### config.mk
export PLATFORM = sky130hd
export DESIGN_NAME = axi_printf_buffer
export DESIGN_NICKNAME = d
export VERILOG_FILES = /design/src/rtl/axi_printf_buffer.sv
export SDC_FILE = /design/constraint.sdc
export NUM_CORES = 1
export LEC_CHECK = 0
export ABC_AREA = 1
export CORE_MARGIN = 1.5
export CORE_UTILIZATION = 49
export CTS_CLUSTER_DIAMETER = 120
export DETAILED_ROUTE_END_ITERATION = 10
export GPL_ROUTABILITY_DRIVEN = 0
export PLACE_DENSITY_LB_ADDON = 0.08
export SYNTH_ARGS = -nofsm -noshare
export SYNTH_HDL_FRONTEND = slang
export SYNTH_SLANG_ARGS = --single-unit
export TNS_END_PERCENT = 30
### constraint.sdc
create_clock -name clk -period 4.2 [get_ports clk]
set_input_delay 0.42 -clock clk [delete_from_list [all_inputs] [get_ports clk]]
set_output_delay 0.42 -clock clk [all_outputs]
set_load 0.005 [all_outputs]
### src/rtl/axi_printf_buffer.sv
// axi_printf_buffer: AXI4 write-only printf sink feeding a byte FIFO.
// Reads answer SLVERR; buffered bytes drain on a valid/ready stream.
package axi_printf_pkg;
  localparam int ID_W   = 4;
  localparam int ADDR_W = 32;
  localparam int DATA_W = 64;
  localparam int STRB_W = DATA_W / 8;

  localparam logic [1:0] RESP_OKAY   = 2'b00;
  localparam logic [1:0] RESP_SLVERR = 2'b10;

  typedef struct packed {
    logic              awvalid;
    logic [ID_W-1:0]   awid;
    logic [ADDR_W-1:0] awaddr;
    logic [7:0]        awlen;
    logic [2:0]        awsize;
    logic [1:0]        awburst;
    logic              wvalid;
    logic [DATA_W-1:0] wdata;
    logic [STRB_W-1:0] wstrb;
    logic              wlast;
    logic              bready;
    logic              arvalid;
    logic [ID_W-1:0]   arid;
    logic [ADDR_W-1:0] araddr;
    logic [7:0]        arlen;
    logic [2:0]        arsize;
    logic [1:0]        arburst;
    logic              rready;
  } s_axi_mosi_t;

  typedef struct packed {
    logic              awready;
    logic              wready;
    logic              bvalid;
    logic [ID_W-1:0]   bid;
    logic [1:0]        bresp;
    logic              arready;
    logic              rvalid;
    logic [ID_W-1:0]   rid;
    logic [DATA_W-1:0] rdata;
    logic [1:0]        rresp;
    logic              rlast;
  } s_axi_miso_t;
endpackage

module axi_printf_buffer
  import axi_printf_pkg::*;
#(
  parameter int DEPTH = 16
) (
  input  logic                   clk,
  input  logic                   arst,
  input  s_axi_mosi_t            axi_mosi,
  output s_axi_miso_t            axi_miso,
  output logic                   char_valid,
  output logic [7:0]             char_data,
  input  logic                   char_ready,
  output logic [$clog2(DEPTH):0] fifo_level
);

  localparam int AW = $clog2(DEPTH);

  typedef enum logic [1:0] {
    W_IDLE,
    W_DATA,
    W_RESP
  } w_state_e;

  typedef enum logic {
    R_IDLE,
    R_DATA
  } r_state_e;

  w_state_e        r_wstate;
  w_state_e        w_wstate_nxt;
  r_state_e        r_rstate;
  r_state_e        w_rstate_nxt;

  logic [ID_W-1:0] r_awid;
  logic [ID_W-1:0] r_arid;
  logic [7:0]      r_arlen;
  logic [7:0]      r_rcnt;

  logic [7:0]      r_mem [DEPTH];
  logic [AW:0]     r_wptr;
  logic [AW:0]     r_rptr;

  logic            w_full;
  logic            w_empty;
  logic            w_push;
  logic            w_pop;

  logic            w_aw_hs;
  logic            w_w_hs;
  logic            w_ar_hs;
  logic            w_r_hs;
  logic            w_rlast;

  logic            w_awready;
  logic            w_wready;
  logic            w_bvalid;
  logic            w_arready;
  logic            w_rvalid;

  // Only the low byte lane carries characters; the rest is ignored.
  logic            w_unused;
  assign w_unused = ^{axi_mosi.awaddr, axi_mosi.awlen,
                      axi_mosi.awsize, axi_mosi.awburst,
                      axi_mosi.wdata[DATA_W-1:8],
                      axi_mosi.wstrb[STRB_W-1:1],
                      axi_mosi.araddr, axi_mosi.arsize,
                      axi_mosi.arburst};

  // Extra MSB on the pointers separates full from empty.
  assign w_empty = (r_wptr == r_rptr);
  assign w_full  = (r_wptr[AW] != r_rptr[AW]) &&
                   (r_wptr[AW-1:0] == r_rptr[AW-1:0]);

  assign w_push = w_w_hs && axi_mosi.wstrb[0];
  assign w_pop  = !w_empty && char_ready;

  assign char_valid = !w_empty;
  assign char_data  = w_empty ? 8'h00 : r_mem[r_rptr[AW-1:0]];
  assign fifo_level = r_wptr - r_rptr;

  always_ff @(posedge clk) begin
    if (arst) begin
      r_wstate <= W_IDLE;
      r_awid   <= '0;
    end else begin
      r_wstate <= w_wstate_nxt;
      if (w_aw_hs) begin
        r_awid <= axi_mosi.awid;
      end
    end
  end

  always_comb begin
    w_wstate_nxt = r_wstate;
    w_aw_hs      = 1'b0;
    w_w_hs       = 1'b0;
    w_awready    = 1'b0;
    w_wready     = 1'b0;
    w_bvalid     = 1'b0;
    unique case (r_wstate)
      W_IDLE: begin
        w_awready = 1'b1;
        if (axi_mosi.awvalid) begin
          w_aw_hs      = 1'b1;
          w_wstate_nxt = W_DATA;
        end
      end
      W_DATA: begin
        w_wready = !w_full;
        if (axi_mosi.wvalid && !w_full) begin
          w_w_hs = 1'b1;
          if (axi_mosi.wlast) begin
            w_wstate_nxt = W_RESP;
          end
        end
      end
      W_RESP: begin
        w_bvalid = 1'b1;
        if (axi_mosi.bready) begin
          w_wstate_nxt = W_IDLE;
        end
      end
      default: w_wstate_nxt = W_IDLE;
    endcase
  end

  always_ff @(posedge clk) begin
    if (arst) begin
      r_rstate <= R_IDLE;
      r_arid   <= '0;
      r_arlen  <= '0;
      r_rcnt   <= '0;
    end else begin
      r_rstate <= w_rstate_nxt;
      if (w_ar_hs) begin
        r_arid  <= axi_mosi.arid;
        r_arlen <= axi_mosi.arlen;
        r_rcnt  <= '0;
      end else if (w_r_hs) begin
        r_rcnt <= r_rcnt + 8'd1;
      end
    end
  end

  assign w_rlast = (r_rstate == R_DATA) && (r_rcnt == r_arlen);

  always_comb begin
    w_rstate_nxt = r_rstate;
    w_ar_hs      = 1'b0;
    w_r_hs       = 1'b0;
    w_arready    = 1'b0;
    w_rvalid     = 1'b0;
    unique case (r_rstate)
      R_IDLE: begin
        w_arready = 1'b1;
        if (axi_mosi.arvalid) begin
          w_ar_hs      = 1'b1;
          w_rstate_nxt = R_DATA;
        end
      end
      R_DATA: begin
        w_rvalid = 1'b1;
        if (axi_mosi.rready) begin
          w_r_hs = 1'b1;
          if (w_rlast) begin
            w_rstate_nxt = R_IDLE;
          end
        end
      end
      default: w_rstate_nxt = R_IDLE;
    endcase
  end

  always_ff @(posedge clk) begin
    if (arst) begin
      r_wptr <= '0;
      r_rptr <= '0;
    end else begin
      if (w_push) begin
        r_wptr <= r_wptr + (AW+1)'(1);
      end
      if (w_pop) begin
        r_rptr <= r_rptr + (AW+1)'(1);
      end
    end
  end

  always_ff @(posedge clk) begin
    if (w_push) begin
      r_mem[r_wptr[AW-1:0]] <= axi_mosi.wdata[7:0];
    end
  end

  always_comb begin
    axi_miso         = '0;
    axi_miso.awready = w_awready;
    axi_miso.wready  = w_wready;
    axi_miso.bvalid  = w_bvalid;
    axi_miso.bid     = r_awid;
    axi_miso.bresp   = RESP_OKAY;
    axi_miso.arready = w_arready;
    axi_miso.rvalid  = w_rvalid;
    axi_miso.rid     = r_arid;
    axi_miso.rdata   = '0;
    axi_miso.rresp   = w_rvalid ? RESP_SLVERR : RESP_OKAY;
    axi_miso.rlast   = w_rlast;
  end

endmodule

==> flow_summary.toml <==
[synth]
yosysMostFrequentCell = "nand2_1"
yosys_warnings = 0
synth_top_area_share_pct = 48.82
synth_top_cell_by_area = "edfxtp_1"
post_synth.cell_area_avg_sq_um = 9.721
syn-instance-count = 810
synth.yosys.seq_area_share_pct = 59.24
synth_seq_cells = 169
synthTopCellsByCount = "nand2_1, edfxtp_1, nand3_1"
ys_types = 33
syn_area_sq_mm = 0.007874
synthTopCellsByArea = "edfxtp_1, dfxtp_1, nand2_1, buf_4, nand3_1"
synth_edf_count = 128
async_reset_ff_share_pct = 0
ys.flop_type = "edfxtp_1"

[timing]
fin_crit_sh_pct = 79.57
period_needed_ns = 3.342
hold_viol = 0
setup_violations = 0
max_freq_mhz = 299.2
worst_clock_skew_ns = 0.006161
slew_headroom_pct = 18.62
rsz0062_at_grt = "no"
maxSlewViolCount = 0
final.setup.tns_ns = 0
worst_slew_pin_slew_ns = 1.219

[clock_network]
clkLatencyLatePin_ns = 0.42
post_cts_buffers = 0
cts_tree = "yes"
cts_buffers = 17
postCtsHoldBufs = 0
cts_max_level = 4
path_clk_slew_ns = 0.06
root_buffer = "clkbuf_16"
post_cts_resized = 0
clockBufferDepth = 2
cts.sinks = 169

[final_layout]
fin_nets = 1058
drive_above_1_share_pct = 7.037
fin_util_pct = 57.16
area_growth_pct = 14.48
diodes = 0

[detailed_routing]
firstDrtPassIters = 5
drt_iter0_drc = 391
post-route-drc-count = 0
routed_wl_mm = 17.03
via_per_inst = 5.002
routedWlPerCell_microns = 15.53
final_antenna_net_count = 0
vias = 5487

[power]
power.density_mw_per_mm2 = 441.7
intPower_mw = 2.941
seq_power_share_pct = 46.1
p_clk_share_pct = 39.3
peakVddDrop_mv = 0.2960
p_leak_nw = 3.508
p_switching_mw = 1.041
combPwrFrac_pct = 14.5
swShare_pct = 26.15

[floorplanning]
dieArea_sq_mm = 0.01684
ioPinCount = 275
initial_utilization_pct = 49.93
core_region_area_sq_mm = 0.01577
die_h_microns = 129.8
dieWidth_microns = 129.8
rows = 46

[critical_path]
cp.arrival_ns = 2.92
path_class = "register to output pin"
critPathCaptureType = "output pin"
required_ns = 3.78
crit_fanout = 35
start_kind = "register"

[placement]
io_buffers = 62
dpl.hpwl_mm = 10.99

[run_status]
status = "completed"

[global_routing]
grt_max_degree = 65
antenna_found_initial = 0
grt.overflow.total = 0
grtUsageTotal_pct = 20.90
grt_pass1_vias = 4961
grt_pass1_wl_mm = 25.94

[flow_run]
cap_violations = 0

[worst_hold_path]
hold_class = "register to register"
[routing by layer]
layer  up-vias  share of wire (%)  global-route usage [%]
li1       2685                  -                       -
met1      2564                 45                   28.04
met2       216                 46                   33.74
met3        22                6.7                   5.166
met4         0                1.8                   6.536
met5         -                  0                       0
[worst max-delay path: stages (launching register included)]
cell and delay [ns]:
dfxtp_2 0.33, inv_2 0.46, buf_4 0.44, nand2_1 0.08, nand3_1 0.08, nand3_1 0.11, nand2_1 0.14, nand2_1 0.06
a21oi_1 0.23, clkdlybuf4s50_1 0.55
[cell usage in the layout (no fill, tap or decap), types with 2 or more instances in the layout]
cell / netlist / routed
clkdlybuf4s50_1: 0 / 62
a21oi_1: 33 / 33
nor3_1: 19 / 19
o21ai_0: 23 / 23
nand4_1: 5 / 5
clkinv_4: 0 / 3
xnor2_1: 3 / 3
edfxtp_1: 128 / 128
inv_6: 0 / 6
nor2_1: 42 / 42
nand2_1: 214 / 214
dfxtp_1: 41 / 40
o21ai_2: 2 / 2
ha_1: 10 / 10
inv_1: 52 / 52
inv_4: 0 / 2
nand2_2: 2 / 2
nand3_1: 112 / 112
conb_1: 1 / 67
xor2_1: 5 / 5
buf_4: 80 / 15
inv_2: 3 / 3
clkbuf_16: 0 / 19
[cell families (layout without fill, tap and decap cells)]
kind of cell	after synthesis	count (layout)	synth area share, %
compound gates	61	61	4.052
xor+xnor	9	9	1.097
fa+ha+maj	11	11	1.843
buf+inv	159	164	11.70
flops	169	169	59.24
other cells	1	67	0.04763
simple gates	400	400	22.02
[cell type report]
class / count / area [sq um]
clock buffer: 19 / 475.5
clock inverter: 13 / 126.4
fill: 1399 / 6756
inverter: 55 / 206.4
multi-input combinational: 548 / 2536
sequential: 169 / 4666
tap: 216 / 270.3
timing repair buffer: 77 / 733.2
[path summary, 6_finish.rpt]
path                                 start      endpoint  slack [ns]  cells after the start
worst max-delay path              register  char_data[5]        0.86                      9
worst min-delay path            r_arlen[1]    r_arlen[1]        0.48                      2
worst max register to register   r_wptr[2]  r_mem[13][5]        1.43                      6
worst min register to register  r_arlen[1]    r_arlen[1]        0.48                      2
[stage by stage]
| step | instances | worst slack [ns] | instance area, sq um | hold WS (ns) | power, mW |
|---|---|---|---|---|---|
| after CTS | 1097 | 0.8388 | 9014 | 0.4757 | 4.009 |
| after floorplan | 876 | 1.926 | 8122 | 0.4437 | 2.265 |
| final | 1097 | 0.8582 | 9014 | 0.4771 | 3.982 |
| after global placement | 1065 | 1.320 | 8412 | 0.4613 | 2.438 |
| after global routing | 1097 | 0.6957 | 9014 | 0.4992 | 4.149 |
| after detailed placement | 1065 | 1.309 | 8412 | 0.4651 | 2.450 |
[state kept, by name, indices dropped and copies added (netlist names), named ones only]
register and flops:
r_arid 4, r_arlen 8, r_awid 4, r_mem 128, r_rcnt 8, r_rptr 5
r_rstate 1, r_wptr 5, r_wstate 2
[power by group through the flow]
stage	sequential, mW	combinational, mW	clock, mW
final	1.84	0.579	1.57
after CTS	1.84	0.581	1.59
after global placement	1.87	0.567	0
after floorplan	1.87	0.397	0
after global routing	1.84	0.643	1.67
after detailed placement	1.87	0.578	0
(Power assumes the default switching activity.)
